[src/rtl/mod3_serial_sched.sv]
// mod3_serial_sched
//   Round-robin front end for a serial divisible-by-3 residue engine. The
//   granted requester's word is shifted MSB-first through a three-state
//   residue machine (r' = (2r + b) mod 3). The result is then held until
//   the consumer accepts it.
//
// Ports
//   clk           system clock, rising edge
//   reset         asynchronous, active-high; clears all state
//   req[1:0]      per-requester request, held until the matching ack
//   data0/data1   WIDTH-bit operands, stable while the request is high
//   ack[1:0]      one-hot, one-cycle pulse: operand of requester i captured
//   busy          controller is not idle
//   done          result valid
//   result_ready  consumer accepts the result
//   is_mul3       captured operand mod 3 == 0
//   residue[1:0]  captured operand mod 3
//   owner         requester index of the current result
//
// state | meaning
// IDLE  | waiting for a request; arbitrates and captures the winner
// SHIFT | consuming one operand bit per cycle, MSB first
// DONE  | result presented, waiting for result_ready

module mod3_serial_sched #(
  parameter int WIDTH = 8,
  parameter int CW    = 6
) (
  input  logic             clk,
  input  logic             reset,
  input  logic [1:0]       req,
  input  logic [WIDTH-1:0] data0,
  input  logic [WIDTH-1:0] data1,
  output logic [1:0]       ack,
  output logic             busy,
  output logic             done,
  input  logic             result_ready,
  output logic             is_mul3,
  output logic [1:0]       residue,
  output logic             owner
);

  typedef enum logic [1:0] {IDLE = 2'd0, SHIFT = 2'd1, DONE = 2'd2} state_t;

  localparam logic [CW-1:0] LAST_BIT = CW'(WIDTH - 1);

  state_t           r_state, w_state_nxt;
  logic [WIDTH-1:0] r_shift, w_shift_nxt;
  logic [CW-1:0]    r_cnt, w_cnt_nxt;
  logic [1:0]       r_rs, w_rs_nxt;
  logic             r_last, w_last_nxt;
  logic [1:0]       r_ack, w_ack_nxt;
  logic             r_done, w_done_nxt;
  logic             r_is_mul3, w_is_mul3_nxt;
  logic [1:0]       r_residue, w_residue_nxt;
  logic             r_owner, w_owner_nxt;

  logic             w_win;
  logic             w_bit;
  logic [1:0]       w_rs_step;

  // On a tie the requester that was not served last wins; otherwise the
  // single active requester wins (req == 2'b10 -> 1, req == 2'b01 -> 0).
  assign w_win = (req == 2'b11) ? ~r_last : req[1];
  assign w_bit = r_shift[WIDTH-1];

  always_comb begin
    w_rs_step = 2'd0;
    case ({r_rs, w_bit})
      3'b00_0: w_rs_step = 2'd0;
      3'b00_1: w_rs_step = 2'd1;
      3'b01_0: w_rs_step = 2'd2;
      3'b01_1: w_rs_step = 2'd0;
      3'b10_0: w_rs_step = 2'd1;
      3'b10_1: w_rs_step = 2'd2;
      default: w_rs_step = 2'd0;
    endcase
  end

  always_comb begin
    w_state_nxt   = r_state;
    w_shift_nxt   = r_shift;
    w_cnt_nxt     = r_cnt;
    w_rs_nxt      = r_rs;
    w_last_nxt    = r_last;
    w_ack_nxt     = 2'b00;
    w_done_nxt    = r_done;
    w_is_mul3_nxt = r_is_mul3;
    w_residue_nxt = r_residue;
    w_owner_nxt   = r_owner;
    case (r_state)
      IDLE: begin
        if (|req) begin
          w_state_nxt = SHIFT;
          w_shift_nxt = w_win ? data1 : data0;
          w_cnt_nxt   = '0;
          w_rs_nxt    = 2'd0;
          w_owner_nxt = w_win;
          w_last_nxt  = w_win;
          w_ack_nxt   = w_win ? 2'b10 : 2'b01;
        end
      end
      SHIFT: begin
        w_shift_nxt = {r_shift[WIDTH-2:0], 1'b0};
        w_cnt_nxt   = r_cnt + CW'(1);
        w_rs_nxt    = w_rs_step;
        // This edge consumes the LSB, so the stepped residue is final.
        if (r_cnt == LAST_BIT) begin
          w_state_nxt   = DONE;
          w_residue_nxt = w_rs_step;
          w_is_mul3_nxt = (w_rs_step == 2'd0);
          w_done_nxt    = 1'b1;
        end
      end
      DONE: begin
        if (result_ready) begin
          w_done_nxt  = 1'b0;
          w_state_nxt = IDLE;
        end
      end
      default: w_state_nxt = IDLE;
    endcase
  end

  always_ff @(posedge clk or posedge reset) begin
    if (reset) begin
      r_state   <= IDLE;
      r_shift   <= '0;
      r_cnt     <= '0;
      r_rs      <= 2'd0;
      r_last    <= 1'b1;
      r_ack     <= 2'b00;
      r_done    <= 1'b0;
      r_is_mul3 <= 1'b0;
      r_residue <= 2'd0;
      r_owner   <= 1'b0;
    end else begin
      r_state   <= w_state_nxt;
      r_shift   <= w_shift_nxt;
      r_cnt     <= w_cnt_nxt;
      r_rs      <= w_rs_nxt;
      r_last    <= w_last_nxt;
      r_ack     <= w_ack_nxt;
      r_done    <= w_done_nxt;
      r_is_mul3 <= w_is_mul3_nxt;
      r_residue <= w_residue_nxt;
      r_owner   <= w_owner_nxt;
    end
  end

  assign ack     = r_ack;
  assign busy    = (r_state != IDLE);
  assign done    = r_done;
  assign is_mul3 = r_is_mul3;
  assign residue = r_residue;
  assign owner   = r_owner;

endmodule

[config.mk]
export PLATFORM = sky130hd
export DESIGN_NAME = mod3_serial_sched
export DESIGN_NICKNAME = d
export VERILOG_FILES = /design/src/rtl/mod3_serial_sched.sv
export SDC_FILE = /design/constraint.sdc
export NUM_CORES = 1
export LEC_CHECK = 0
export BUFFER_PORTS_ARGS = -buffer_cell sky130_fd_sc_hd__buf_2
export CAP_MARGIN = 10
export CORE_MARGIN = 8
export CORE_UTILIZATION = 52
export DETAILED_ROUTE_END_ITERATION = 12
export PLACE_DENSITY = 0.77
export SLEW_MARGIN = 25
export SYNTH_ARGS = -nofsm -noshare
export SYNTH_HDL_FRONTEND = slang
export SYNTH_SLANG_ARGS = --single-unit
[constraint.sdc]
create_clock -name clk -period 1.5 [get_ports clk]
set_input_delay 0.15 -clock clk [delete_from_list [all_inputs] [get_ports clk]]
set_output_delay 0.15 -clock clk [all_outputs]
set_load 0.01 [all_outputs]
; After elaboration in Yosys (flattened, before gate mapping)
; Cells that the tools add are included.
; W data, S select, Z words.
[totals]
ff_bits = 26
in_bits = 21
output_inout_bits = 8
word_cells = 55
[classes]
n_addsub = 1
n_eq_ne = 11
n_mux = 19
bitwise = 1
n_reduce_logical = 13
[op_table]
columns = cell, n
row1 = $mux W8, 2
row2 = $pmux W8 S2, 1
row3 = $mux W2, 7
row4 = $pmux W6 S2, 1
row5 = $pmux W2 S2, 2
row6 = $add A6 B1 Y6 const B, 1
row7 = $eq A3 B3 Y1 const B, 2
row8 = $eq A6 B3 Y1 const B, 1
row9 = $mux W6, 1
row10 = $ne A2 B2 Y1 const B, 3
row11 = $pmux W2 S3, 1
row12 = $reduce_and A2 Y1, 3
row13 = $reduce_and A3 Y1, 2
row14 = $reduce_bool A2 Y1, 3
row15 = $reduce_or A2 Y1, 3
row16 = $eq A2 B2 Y1 const B, 2
row17 = $logic_not A2 Y1, 2
row18 = $eq A3 B1 Y1 const B, 1
row19 = $eq A3 B2 Y1 const B, 1
row20 = $mux W1, 3
row21 = $eq A2 B1 Y1 const B, 1
row22 = $pmux W1 S2, 1
row23 = $not A1 Y1, 1

; Longest topological paths before layout
[depth]
depth_word = 5
mapped_depth = 4
mapped_depth_nobuf = 4

; Worst setup path after synthesis
; Ideal clock, no wire load.
[synth_path]
path_kind = reg2reg
from = register r_cnt[3]
to = register r_is_mul3, in the netlist is_mul3
t_arrival_ns = 1.202
required_time_ns = 1.373
slack_ns = 0.170
path_stages_with_launch = 4
path_buffers = 0
period_less_slack_ns = 1.330
cell_sequence = dfrtp_1 -> nor3_1 -> and4_4 -> mux2_1
[synth_between]
elab_chain_len = 2
[synth_rtl]
columns = item, line_no
row1 = start: declaration, 49  ; logic [CW-1:0] r_cnt, w_cnt_nxt;
row2 = start signal: assignment, 140  ; r_cnt <= w_cnt_nxt;
row3 = $eq A6 B3 Y1, 108  ; if (r_cnt == LAST_BIT) begin
row4 = $reduce_and A2 Y1 (no line), --
row5 = end signal: assignment, 145  ; r_is_mul3 <= w_is_mul3_nxt;
row6 = end: declaration, 54  ; logic r_is_mul3, w_is_mul3_nxt;
; No other way between the ends.
; A chain may end at the register's enable or synchronous reset.

; Worst setup path after layout
[layout_path]
from = register r_state[1]
to = register r_residue[0], in the netlist residue[0]
[layout_between]
elab_chain_len = 2
[layout_rtl]
columns = item, line_no
row1 = start: declaration, 47  ; state_t r_state, w_state_nxt;
row2 = start signal: assignment, 138  ; r_state <= w_state_nxt;
row3 = $eq A2 B1 Y1, 91  ; case (r_state)
row4 = $reduce_and A2 Y1 (no line), --
row5 = end signal: assignment, 146  ; r_residue <= w_residue_nxt;
row6 = end: declaration, 55  ; logic [1:0] r_residue, w_residue_nxt;
; No other way between the ends.

==> flow_summary.yaml <==
synthesis:
  syn-cell-area_mm2: 0.00129
  synthTopCellsByArea: "dfrtp_1 (48%), mux2i_1 (9.3%), o221ai_1 (4.7%), nand2_1 (4.1%), inv_1 (3.5%)"
  ys_seq_area_share_pct: 50.4
  synth-main-ff-cell: "dfrtp_1"
  synth_edf_count: 0
  synth_top_cell_by_area: "dfrtp_1"
  postSynthAreaPerCell_um2: 10.3
  async_flop_share_pct: 100
  yosysMostFrequentCell: "dfrtp_1"
  syn_nets: 147
  ys_types: 38
  ys_ff_latch: 26
  yosysWarningCount: 0
  synthCells: 125
  yosysTopAreaCellShare_pct: 48.4
  synth_commonest_cells: "dfrtp_1 (25), nand2_1 (14), inv_1 (12), mux2i_1 (12), o221ai_1 (7)"
floorplanning:
  die_w_um: 65.9
  die_h_um: 65.9
  num_io_pins: 29
  die_area_mm2: 0.00434
  num_rows: 18
  start_util_pct: 53.6
  placeableCoreArea_mm2: 0.00241
min_path:
  min_to: "r_state[1]$_DFFE_PP0P_"
  hp-start: "result_ready"
  min_path_type: "in -> reg"
  hold_depth: 2
grt:
  first_global_vias: 1201
  gr-total-overflow: 0
  antenna_found_initial: 0
  grt_max_degree: 27
  grt.total_usage_pct: 15.2
  grt_pass1_wl_mm: 5.38
layout:
  area_growth_pct: 22.8
  fill_cells: 197
  antenna-diode-count: 0
  drive_above_1_share_pct: 30.5
  fin_nets: 187
setup_path:
  r2r_slack_ns: 0.03
  crit_family: "flip-flops"
  cp_slowest_stage_delay_ns: 0.51
  cp.buffers_inverters: 0
  end_kind: "register"
  cp_slowest_cell: "dfrtp_2"
  worst-path-max-fanout: 10
  cp_data_arrival_time_ns: 1.67
  cp.depth: 3
  worstReg2RegStart: "r_state[1]$_DFFE_PP0P_"
  cp.required_ns: 1.70
  crit_chain: "and2b_1 > and4_4 > mux2_1"
  startpoint_type: "register"
  rr_worst_depth: 3
  r2r-end: "residue[0]$_DFFE_PP0P_"
  worstSetupPathType: "reg -> reg"
sta:
  setup_violations: 0
  whs_ns: 0.0276
  tightest_slew_ns: 0.779
  worst_slack_ns: 0.0303
  fin_crit_sh_pct: 98.0
  post-route-min-period_ns: 1.47
  rsz0062_at_grt: "yes"
  fmax_mhz: 680
  slew_headroom_pct: 47.7
  drv_slew: 0
  hold_viol_final: 0
  fin_skew_ns: 0.00617
pwr:
  p_per_area_mw_per_mm2: 1720
  vdd_ir_drop_max_mv: 0.944
  power.total_mw: 2.73
  p_leak_nw: 0.801
clocking:
  cts_tree: "yes"
  cts_max_level: 1
  clk_transition_reported_paths_ns: 0.14
  clock-sinks: 26
  clkLatencyLatePin_ns: 0.31
  cts_root_buf: "clkbuf_4"
  clockBufferDepth: 2
  cts_buffers: 3
place:
  place_ws_ns: -0.303
  port_buffers: 28
  dp_hpwl_mm: 2.22
  gp_congestion: 0.776
detailed_routing:
  num_vias: 1064
  ant_nets: 0
  drc_errors: 0
  vias_per_cell: 5.48
  wl_mm: 2.94
  drtPass1Iterations: 4
  drt_iter0_markers: 49
  wire_per_inst_um: 15.2
flow_run:
  drv_cap: 0
run_status:
  outcome: "complete, no violations"
[placed cells by master (no fill, tap or decap), types with 2 or more instances in the layout]
master,count
mux2i_1,12
o221ai_1,7
buf_2,28
nor3b_1,2
dfrtp_1,24
mux2_1,3
buf_4,10
o21ai_1,2
nor2_1,5
nand4_1,3
o22ai_1,3
o21ai_0,6
and3_1,2
a21o_1,2
a21oi_1,2
clkbuf_4,3
inv_1,12
nand2_1,14
[area by class of cell]
class	count	area [um2]	area share, %
inverter	13	48.8	3.07
timing repair buffer	39	225	14.2
multi-input combinational	82	587	37.0
sequential	26	653	41.1
tap	30	37.5	2.36
clock buffer	4	36.3	2.29
[flip-flops by register name, summed over array words and instances, names as in the netlist]
name / flops
r_state: 2
r_last: 1
is_mul3: 1
r_rs: 2
r_shift: 8
ack: 2
residue: 2
owner: 1
r_cnt: 6
done: 1
[cells by family (layout without fill, tap and decap cells)]
kind of cell	Yosys count	after routing	synth area share [%]
buffers and inverters	17	56	6.00
AOI/OAI and AO/OA	29	29	15.4
and+or+nand+nor	35	35	13.9
DFF	26	26	50.4
muxes	15	15	11.9
adders and majority gates	1	1	0.968
xor gates and xnor gates	2	2	1.36
[power breakdown]
group          switching (mW)  internal, mW
Clock                   0.200         0.148
Sequential              0.258         0.975
Combinational           0.615         0.536
Total                    1.07          1.66
[routing by layer]
layer  share of wire (%)  up-vias  wire length, um  track usage [%]
li1                    -      527                -                -
met1                  44      510             1290             17.4
met2                  51       25             1500             26.6
met3                 4.6        2              134             3.56
met4                0.61        0               18             6.27
met5                   0        -                0                0
[stage by stage]
step	instances	utilization, %	setup TNS, ns	instance area, um2
finish	194	65.9	0	1590
CTS	194	65.5	0	1580
floorplan	125	-	0	1290
global route	194	65.9	-0.00537	1590
detailed placement	189	62.9	-2.24	1520
global placement	189	62.9	-1.42	1520
[worst max-delay path by stage]
| stage | slack [ns] | end | start |
|---|---|---|---|
| 5_1_grt | -0.005 | r_shift[3]$_DFFE_PP0P_ | r_state[0]$_DFFE_PP0P_ |
| 2_1_floorplan | 0.17 | is_mul3$_DFFE_PP0P_ | r_cnt[3]$_DFFE_PP0P_ |
| 3_3_place_gp | -0.18 | r_shift[1]$_DFFE_PP0P_ | r_last$_DFFE_PP1P_ |
| 4_1_cts | 0.03 | busy | r_state[1]$_DFFE_PP0P_ |
| 3_5_place_dp | -0.30 | r_shift[3]$_DFFE_PP0P_ | r_last$_DFFE_PP1P_ |
| 6_report | 0.03 | residue[0]$_DFFE_PP0P_ | r_state[1]$_DFFE_PP0P_ |
[timing repair]
item	CTS	global route
hold buffers	1	0
hold endpoints to repair	25	0
gates resized for setup	4	2
buffers inserted	0	0
gates cloned	0	0
endpoints found under the setup margin	12	7
pin swaps	0	0
No activity file was read; power rests on OpenSTA's default activity.
